<file path="src/rtl/am_modulator_if.sv">
// Sample/IQ bundle between the audio source and the AM modulator.
// The master drives audio samples and settings; the slave returns I/Q and status.
interface am_modulator_if;
    logic [7:0] d_in;
    logic       d_valid;
    logic [7:0] mod_depth;
    logic       rot_en;
    logic [7:0] I_out;
    logic [7:0] Q_out;
    logic       out_valid;
    logic       busy;
    logic       overrun;

    modport master (
        output d_in, d_valid, mod_depth, rot_en,
        input  I_out, Q_out, out_valid, busy, overrun
    );

    modport slave (
        input  d_in, d_valid, mod_depth, rot_en,
        output I_out, Q_out, out_valid, busy, overrun
    );
endinterface

</file>
<file path="src/rtl/am_modulator.sv">
// Baseband AM modulator: signed audio sample -> carrier-plus-sideband envelope
// -> 8-bit signed I/Q, with optional fs/4 carrier rotation.
// One sample in flight at a time; four clocks per sample (IDLE/MULT/SCALE/EMIT).
module am_modulator (
    input  logic        clk,
    input  logic        rst,
    am_modulator_if.slave bus
);

    typedef enum logic [1:0] {
        IDLE  = 2'd0,
        MULT  = 2'd1,
        SCALE = 2'd2,
        EMIT  = 2'd3
    } state_t;

    state_t             state_q, state_d;
    logic        [7:0]  din_q, din_d;
    logic        [7:0]  depth_q, depth_d;
    logic signed [15:0] prod_q, prod_d;
    logic        [6:0]  env_q, env_d;
    logic        [1:0]  phase_q, phase_d;
    logic        [7:0]  i_q, i_d;
    logic        [7:0]  q_q, q_d;
    logic               valid_q, valid_d;
    logic               overrun_q, overrun_d;

    // Operands widened to 16 bits: audio sign-extended, depth zero-extended,
    // so the 16-bit product of the widened values is the exact signed result.
    logic signed [15:0] din_ext;
    logic signed [15:0] depth_ext;
    assign din_ext   = {{8{din_q[7]}}, din_q};
    assign depth_ext = {8'd0, depth_q};

    // Envelope as positive and negated 8-bit two's complement (-0 stays 0).
    logic [7:0] env_pos;
    logic [7:0] env_neg;
    logic [1:0] phase_eff;
    assign env_pos   = {1'b0, env_q};
    assign env_neg   = 8'd0 - env_pos;
    assign phase_eff = bus.rot_en ? phase_q : 2'd0;

    // Next-state and datapath: one pipeline step per FSM state.
    always_comb begin
        // NOTE: every variable gets a default before any branch so no path
        // leaves it unassigned, which would otherwise infer a latch.
        state_d   = state_q;
        din_d     = din_q;
        depth_d   = depth_q;
        prod_d    = prod_q;
        env_d     = env_q;
        phase_d   = phase_q;
        i_d       = i_q;
        q_d       = q_q;
        valid_d   = 1'b0;
        overrun_d = overrun_q;

        // A strobe while a sample is in flight is dropped and flagged.
        if (bus.d_valid && (state_q != IDLE)) begin
            overrun_d = 1'b1;
        end

        unique case (state_q)
            IDLE: begin
                if (bus.d_valid) begin
                    din_d   = bus.d_in;
                    depth_d = bus.mod_depth;
                    state_d = MULT;
                end
            end
            MULT: begin
                prod_d  = din_ext * depth_ext;
                state_d = SCALE;
            end
            SCALE: begin
                // Product range limits the sum to 0..127, so 7 bits are exact.
                env_d   = 7'(16'sd64 + (prod_q >>> 9));
                state_d = EMIT;
            end
            EMIT: begin
                case (phase_eff)
                    2'd0:    begin i_d = env_pos; q_d = 8'd0;    end
                    2'd1:    begin i_d = 8'd0;    q_d = env_pos; end
                    2'd2:    begin i_d = env_neg; q_d = 8'd0;    end
                    default: begin i_d = 8'd0;    q_d = env_neg; end
                endcase
                phase_d = bus.rot_en ? (phase_q + 2'd1) : 2'd0;
                valid_d = 1'b1;
                state_d = IDLE;
            end
            default: state_d = IDLE;
        endcase
    end

    // State and datapath registers; reset discards any in-flight sample.
    always_ff @(posedge clk or posedge rst) begin
        if (rst) begin
            state_q   <= IDLE;
            din_q     <= 8'd0;
            depth_q   <= 8'd0;
            prod_q    <= 16'sd0;
            env_q     <= 7'd0;
            phase_q   <= 2'd0;
            i_q       <= 8'd0;
            q_q       <= 8'd0;
            valid_q   <= 1'b0;
            overrun_q <= 1'b0;
        end else begin
            // NOTE: non-blocking assignments so every register samples the
            // pre-edge values, independent of statement order.
            state_q   <= state_d;
            din_q     <= din_d;
            depth_q   <= depth_d;
            prod_q    <= prod_d;
            env_q     <= env_d;
            phase_q   <= phase_d;
            i_q       <= i_d;
            q_q       <= q_d;
            valid_q   <= valid_d;
            overrun_q <= overrun_d;
        end
    end

    assign bus.I_out     = i_q;
    assign bus.Q_out     = q_q;
    assign bus.out_valid = valid_q;
    assign bus.busy      = (state_q != IDLE);
    assign bus.overrun   = overrun_q;

endmodule
</file>
<file path="src/flat_wrapper.sv">
// flat-port wrapper written by rule: the top's interface ports become plain ports
module am_modulator_flat 
  (clk, rst, bus_d_in, bus_d_valid, bus_mod_depth, bus_rot_en, bus_I_out, bus_Q_out, bus_out_valid, bus_busy, bus_overrun);
  am_modulator_if bus_i ();
  input  logic clk;
  input  logic rst;
  input wire logic [$bits(bus_i.d_in)-1:0] bus_d_in;
  input wire logic [$bits(bus_i.d_valid)-1:0] bus_d_valid;
  input wire logic [$bits(bus_i.mod_depth)-1:0] bus_mod_depth;
  input wire logic [$bits(bus_i.rot_en)-1:0] bus_rot_en;
  output wire logic [$bits(bus_i.I_out)-1:0] bus_I_out;
  output wire logic [$bits(bus_i.Q_out)-1:0] bus_Q_out;
  output wire logic [$bits(bus_i.out_valid)-1:0] bus_out_valid;
  output wire logic [$bits(bus_i.busy)-1:0] bus_busy;
  output wire logic [$bits(bus_i.overrun)-1:0] bus_overrun;
  assign bus_i.d_in = bus_d_in;
  assign bus_i.d_valid = bus_d_valid;
  assign bus_i.mod_depth = bus_mod_depth;
  assign bus_i.rot_en = bus_rot_en;
  assign bus_I_out = bus_i.I_out;
  assign bus_Q_out = bus_i.Q_out;
  assign bus_out_valid = bus_i.out_valid;
  assign bus_busy = bus_i.busy;
  assign bus_overrun = bus_i.overrun;
  am_modulator u_core (.clk(clk), .rst(rst), .bus(bus_i));
endmodule
</file>
<file path="config.mk">
export PLATFORM = sky130hd
export DESIGN_NAME = am_modulator_flat
export DESIGN_NICKNAME = d
export VERILOG_FILES = /design/src/rtl/am_modulator_if.sv /design/src/rtl/am_modulator.sv /design/src/flat_wrapper.sv
export SDC_FILE = /design/constraint.sdc
export NUM_CORES = 1
export LEC_CHECK = 0
export BUFFER_PORTS_ARGS = -buffer_cell sky130_fd_sc_hd__buf_2
export CAP_MARGIN = 30
export CORE_MARGIN = 2
export CORE_UTILIZATION = 61
export DETAILED_ROUTE_END_ITERATION = 10
export PLACE_DENSITY = 0.82
export SLEW_MARGIN = 20
export SYNTH_ARGS = -nofsm -noshare
export SYNTH_HDL_FRONTEND = slang
export SYNTH_SLANG_ARGS = --single-unit
</file>
<file path="constraint.sdc">
create_clock -name clk -period 6 [get_ports clk]
set_input_delay 0.6 -clock clk [delete_from_list [all_inputs] [get_ports clk]]
set_output_delay 0.6 -clock clk [all_outputs]
set_load 0.02 [all_outputs]
</file>
# --- Yosys cells after proc, flatten, opt, wreduce, memory -nomap -nowiden ---
# Index checks and enable logic that the tools add are counted.
word_totals:
  regBits: 61
  in_bits: 20
  output_inout_bits: 19
  elab_cells: 33
op_classes:
  addsub: 3
  multipliers: 1
  n_eq_ne: 6
  mux: 7
  reduce_logical: 6
op_table:
  columns: ["operator", "count"]
  rows:
  - ["case mux 8 bit (2 select lines)", 2]
  - ["multiplier 8 x 9 -> 16 bit", 1]
  - ["case mux 2 bit (4 select lines)", 1]
  - ["subtractor 1 x 7 -> 8 bit (first input constant)", 1]
  - ["adder 7 bit (first input constant)", 1]
  - ["equality test 2 bit (second input constant)", 3]
  - ["2-to-1 mux 2 bit", 3]
  - ["equality test 2 x 1 -> 1 bit (second input constant)", 2]
  - ["logical NOT 2 bit", 2]
  - ["adder 2 x 1 -> 2 bit (second input constant)", 1]
  - ["inequality test 2 bit (second input constant)", 1]
  - ["AND reduction 2 bit", 1]
  - ["nonzero test 2 bit", 1]
  - ["OR reduction 2 bit", 1]
  - ["logical AND 1 bit", 1]
  - ["2-to-1 mux 1 bit", 1]

# --- Longest topological paths before layout ---
depth:
  ltp_word: 4
  depth_mapped: 16
  depth_no_buf: 15

# --- Worst setup path before layout ---
# OpenSTA, ideal clock, no wires.
synth_timing:
  path_type: "register to register"
  start: "register u_core.depth_q[0]"
  end: "register u_core.prod_q[11]"
  setup_ns: 0.125
  arrival_ns: 4.052
  required_ns: 5.875
  path_slack_ns: 1.824
  stages_incl_launch_ff: 13
  n_path_buf: 0
  period_less_slack_ns: 4.176
  path_cell_list: "dfrtp_1 nand2b_1 fa_1 fa_1 inv_1 fa_1 fa_1 ha_1 and4b_1 a221oi_2 o21ai_0 xor2_1 mux2_2"
synth_via:
  elab_chain_cells: 1
synth_lines:
  columns: ["element", "line_no", "source"]
  rows:
  - ["start: declaration", "am_modulator.sv:19", "logic [7:0] depth_q, depth_d;"]
  - ["start signal: assignment", "am_modulator.sv:113", "depth_q <= depth_d;"]
  - ["multiplier 8 x 9 -> 16 bit", "am_modulator.sv:72", "prod_d = din_ext * depth_ext;"]
  - ["end signal: assignment", "am_modulator.sv:114", "prod_q <= prod_d;"]
  - ["end: declaration", "am_modulator.sv:20", "logic signed [15:0] prod_q, prod_d;"]
# Every way passes these cells.
# A chain may end at the register's enable or synchronous reset.

# --- Worst setup path after layout ---
layout_timing:
  start: "register u_core.din_q[7]"
  end: "register u_core.prod_q[12]"
layout_via:
  elab_chain_cells: 1
layout_lines:
  columns: ["element", "line_no", "source"]
  rows:
  - ["start: declaration", "am_modulator.sv:18", "logic [7:0] din_q, din_d;"]
  - ["start signal: assignment", "am_modulator.sv:112", "din_q <= din_d;"]
  - ["multiplier 8 x 9 -> 16 bit", "am_modulator.sv:72", null]
# Every way passes these cells.

==> flow_summary.json <==
{
  "outcome": "complete, no violations",
  "synth.cell_area_um2": 4300,
  "fmax_mhz": 220,
  "firstDrtPassIters": 4,
  "n_fill_cell": 512,
  "final_util_pct": 68.9,
  "nets": 562,
  "synth_cells": 427,
  "tightest_slew_ns": 0.896,
  "end_kind": "flop",
  "regArea_um2": 1300,
  "worstPathRequired_ns": 6.20,
  "placed_cells": 553,
  "grtUsageTotal_pct": 23.4,
  "ys_ff_latch": 52,
  "via_count": 3052,
  "hold_viol": 0,
  "worst-r2r-cell-count": 14,
  "htree_levels": 2,
  "timing.final.max_slew_violations": 0,
  "drtAntennaViolNets": 0,
  "post-route-period-util_pct": 75.7,
  "hpwl_mm": 6.22,
  "syn_area_per_cell_um2": 10.1,
  "die_width_um": 87.9,
  "wl_per_cell_um": 14.1,
  "first_global_vias": 3069,
  "cts_hold_buffers": 0,
  "rrSetupSlack_ns": 1.46,
  "seq_area_frac_synth_pct": 30.3,
  "cts.root.buffer_cell": "clkbuf_8",
  "synth.most_common_cell": "inv_1",
  "synth_nets": 525,
  "fin_tns_setup_ns": 0,
  "antenna_found_initial": 0,
  "critPathKind": "reg2reg",
  "ys_warn_count": 0,
  "area_growth_pct": 8.94,
  "r2r-end": "u_core.prod_q[12]$_DFFE_PP0N_",
  "fin_cells": 561,
  "synth-async-reset-ratio_pct": 100,
  "rsz0062_at_grt": "false",
  "setup_viol": 0,
  "reg2reg_from": "u_core.din_q[7]$_DFFE_PP0P_",
  "hp-class": "in2async",
  "placement.io_buffers": 38,
  "synth_area_leaders": "dfrtp_1 30%, fa_1 16%, ha_1 13%, mux2_2 6.8%, inv_1 6.1%",
  "cts_inserted_buffers": 5,
  "grt_pass1_wl_mm": 14.2,
  "drcViolationCount": 0,
  "synth_top_area_cell": "dfrtp_1",
  "period_needed_ns": 4.54,
  "via_per_inst": 5.44,
  "totalWireLength_mm": 7.93,
  "tritoncts": "done",
  "antennaDiodeCount": 0,
  "slew_headroom_pct": 40.3,
  "critical_path_arrival_ns": 4.74,
  "cts.path.max_buffers": 2,
  "design.die.area_um2": 7730,
  "clock_skew_ns": 0.00837,
  "ys_top_cells_by_count": "70 x inv_1, 52 x dfrtp_1, 43 x ha_1, 40 x and2_1, 35 x fa_1",
  "pin_count": 39,
  "core_um2": 6790,
  "die_y_um": 87.9,
  "drtIter0Drc": 163,
  "startpoint_type": "flop",
  "fp-row-count": 30,
  "clock_sinks": 52,
  "postCtsResizedCells": 0,
  "ys.flop_type": "dfrtp_1",
  "place.gp.congestion": 0.817,
  "drv_cap": 0,
  "grt-ovfl-total": 0,
  "final_area_um2": 4680,
  "synth_edf_count": 0,
  "clk_pin_slew_ns": 0.11,
  "initial_utilization_pct": 63.3,
  "grt_max_degree": 35,
  "clk_latency_ns": 0.31,
  "multi_input_area_um2": 2670,
  "drive_gt1_share_pct": 17.0,
  "postCtsSetupRepairBufs": 0,
  "dpl-instance-area_um2": 4570,
  "synth.distinct_cells": 43,
  "yosysTopAreaCellShare_pct": 30.3,
  "critPathMaxFanout": 7
}
==> final cells by class <==
type	instances	area share, %
clock buffer	5	1.47
clock inverter	3	0.989
inverter	70	5.61
multi-input combinational	296	57.1
sequential	52	27.8
tap	96	2.57
timing repair buffer	39	4.49
==> worst max-delay path by stage <==
stage          slack [ns]                     startpoint  depth (start not counted)                       endpoint
2_1_floorplan        1.82  u_core.depth_q[0]$_DFFE_PP0P_                         12  u_core.prod_q[11]$_DFFE_PP0N_
3_3_place_gp         1.58    u_core.din_q[7]$_DFFE_PP0P_                         14  u_core.prod_q[12]$_DFFE_PP0N_
3_5_place_dp         1.52  u_core.depth_q[0]$_DFFE_PP0P_                         12   u_core.prod_q[9]$_DFFE_PP0N_
4_1_cts              1.45    u_core.din_q[7]$_DFFE_PP0P_                         14  u_core.prod_q[12]$_DFFE_PP0N_
5_1_grt              1.20    u_core.din_q[7]$_DFFE_PP0P_                         14  u_core.prod_q[12]$_DFFE_PP0N_
6_report             1.46    u_core.din_q[7]$_DFFE_PP0P_                         14  u_core.prod_q[12]$_DFFE_PP0N_
==> cell families (layout without fill, tap and decap cells) <==
group / Yosys count / count (layout) / synth area share (%)
AOI/OAI and AO/OA: 57 / 57 / 8.41
xor gates and xnor gates: 14 / 14 / 2.85
adders and majority gates: 78 / 78 / 28.8
buffers and inverters: 79 / 117 / 7.54
and+or+nand+nor: 118 / 118 / 14.6
DFF: 52 / 52 / 30.3
muxes: 29 / 29 / 7.51
==> flip-flops by register name (all words and copies together) (netlist names) <==
register              flops
u_core.state_q            2
u_core.din_q              8
u_core.bus.I_out          8
u_core.phase_q            2
u_core.bus.out_valid      1
u_core.bus.Q_out          8
u_core.bus.overrun        1
u_core.env_q              7
u_core.prod_q             7
u_core.depth_q            8
==> cell usage in the layout, fill, tap and decap left out, drive strengths merged, types with 5 or more instances in the layout <==
cell type  synthesis  layout
a21o               5       5
nand2b             5       5
nand2             24      24
clkbuf             4       5
xor2               8       8
a21oi             11      11
o21ai             18      18
dfrtp             52      52
buf                5      39
fa                35      35
o22ai              7       7
inv               70      71
nor2              22      22
mux2              26      26
nand4              5       5
ha                43      43
nand3              7       7
xnor2              6       6
and2              40      40
==> critical path, stage by stage (launching register included) <==
cell and delay (ns):
dfrtp_1 0.48, inv_1 0.27, nor2_1 0.11, fa_1 0.51
fa_1 0.52, fa_1 0.55, inv_1 0.06, fa_1 0.52
inv_1 0.04, ha_1 0.39, a21o_1 0.24, a31oi_1 0.16
o21ai_0 0.11, xor2_1 0.18, mux2_2 0.29
==> metrics by stage <==
step	setup slack [ns]	hold slack [ns]
finish	1.46	0.273
global route	1.20	0.313
CTS	1.45	0.285
detailed placement	1.52	0.443
global placement	1.58	0.433
floorplan	1.82	0.426
==> layer usage <==
layer  track usage [%]  part of all wire [%]  vias to the layer above  wire, um
met4              6.15                   1.4                        0       114
met2              40.2                    51                       53      4050
met5                 0                     0                        -         0
li1                  -                     -                     1474         -
met1              31.5                    45                     1513      3530
met3              3.02                   3.0                       12       236
Power is left out: the tool's default activity adds up to more than one toggle a clock period on the data nets, which glitch-free logic cannot reach.
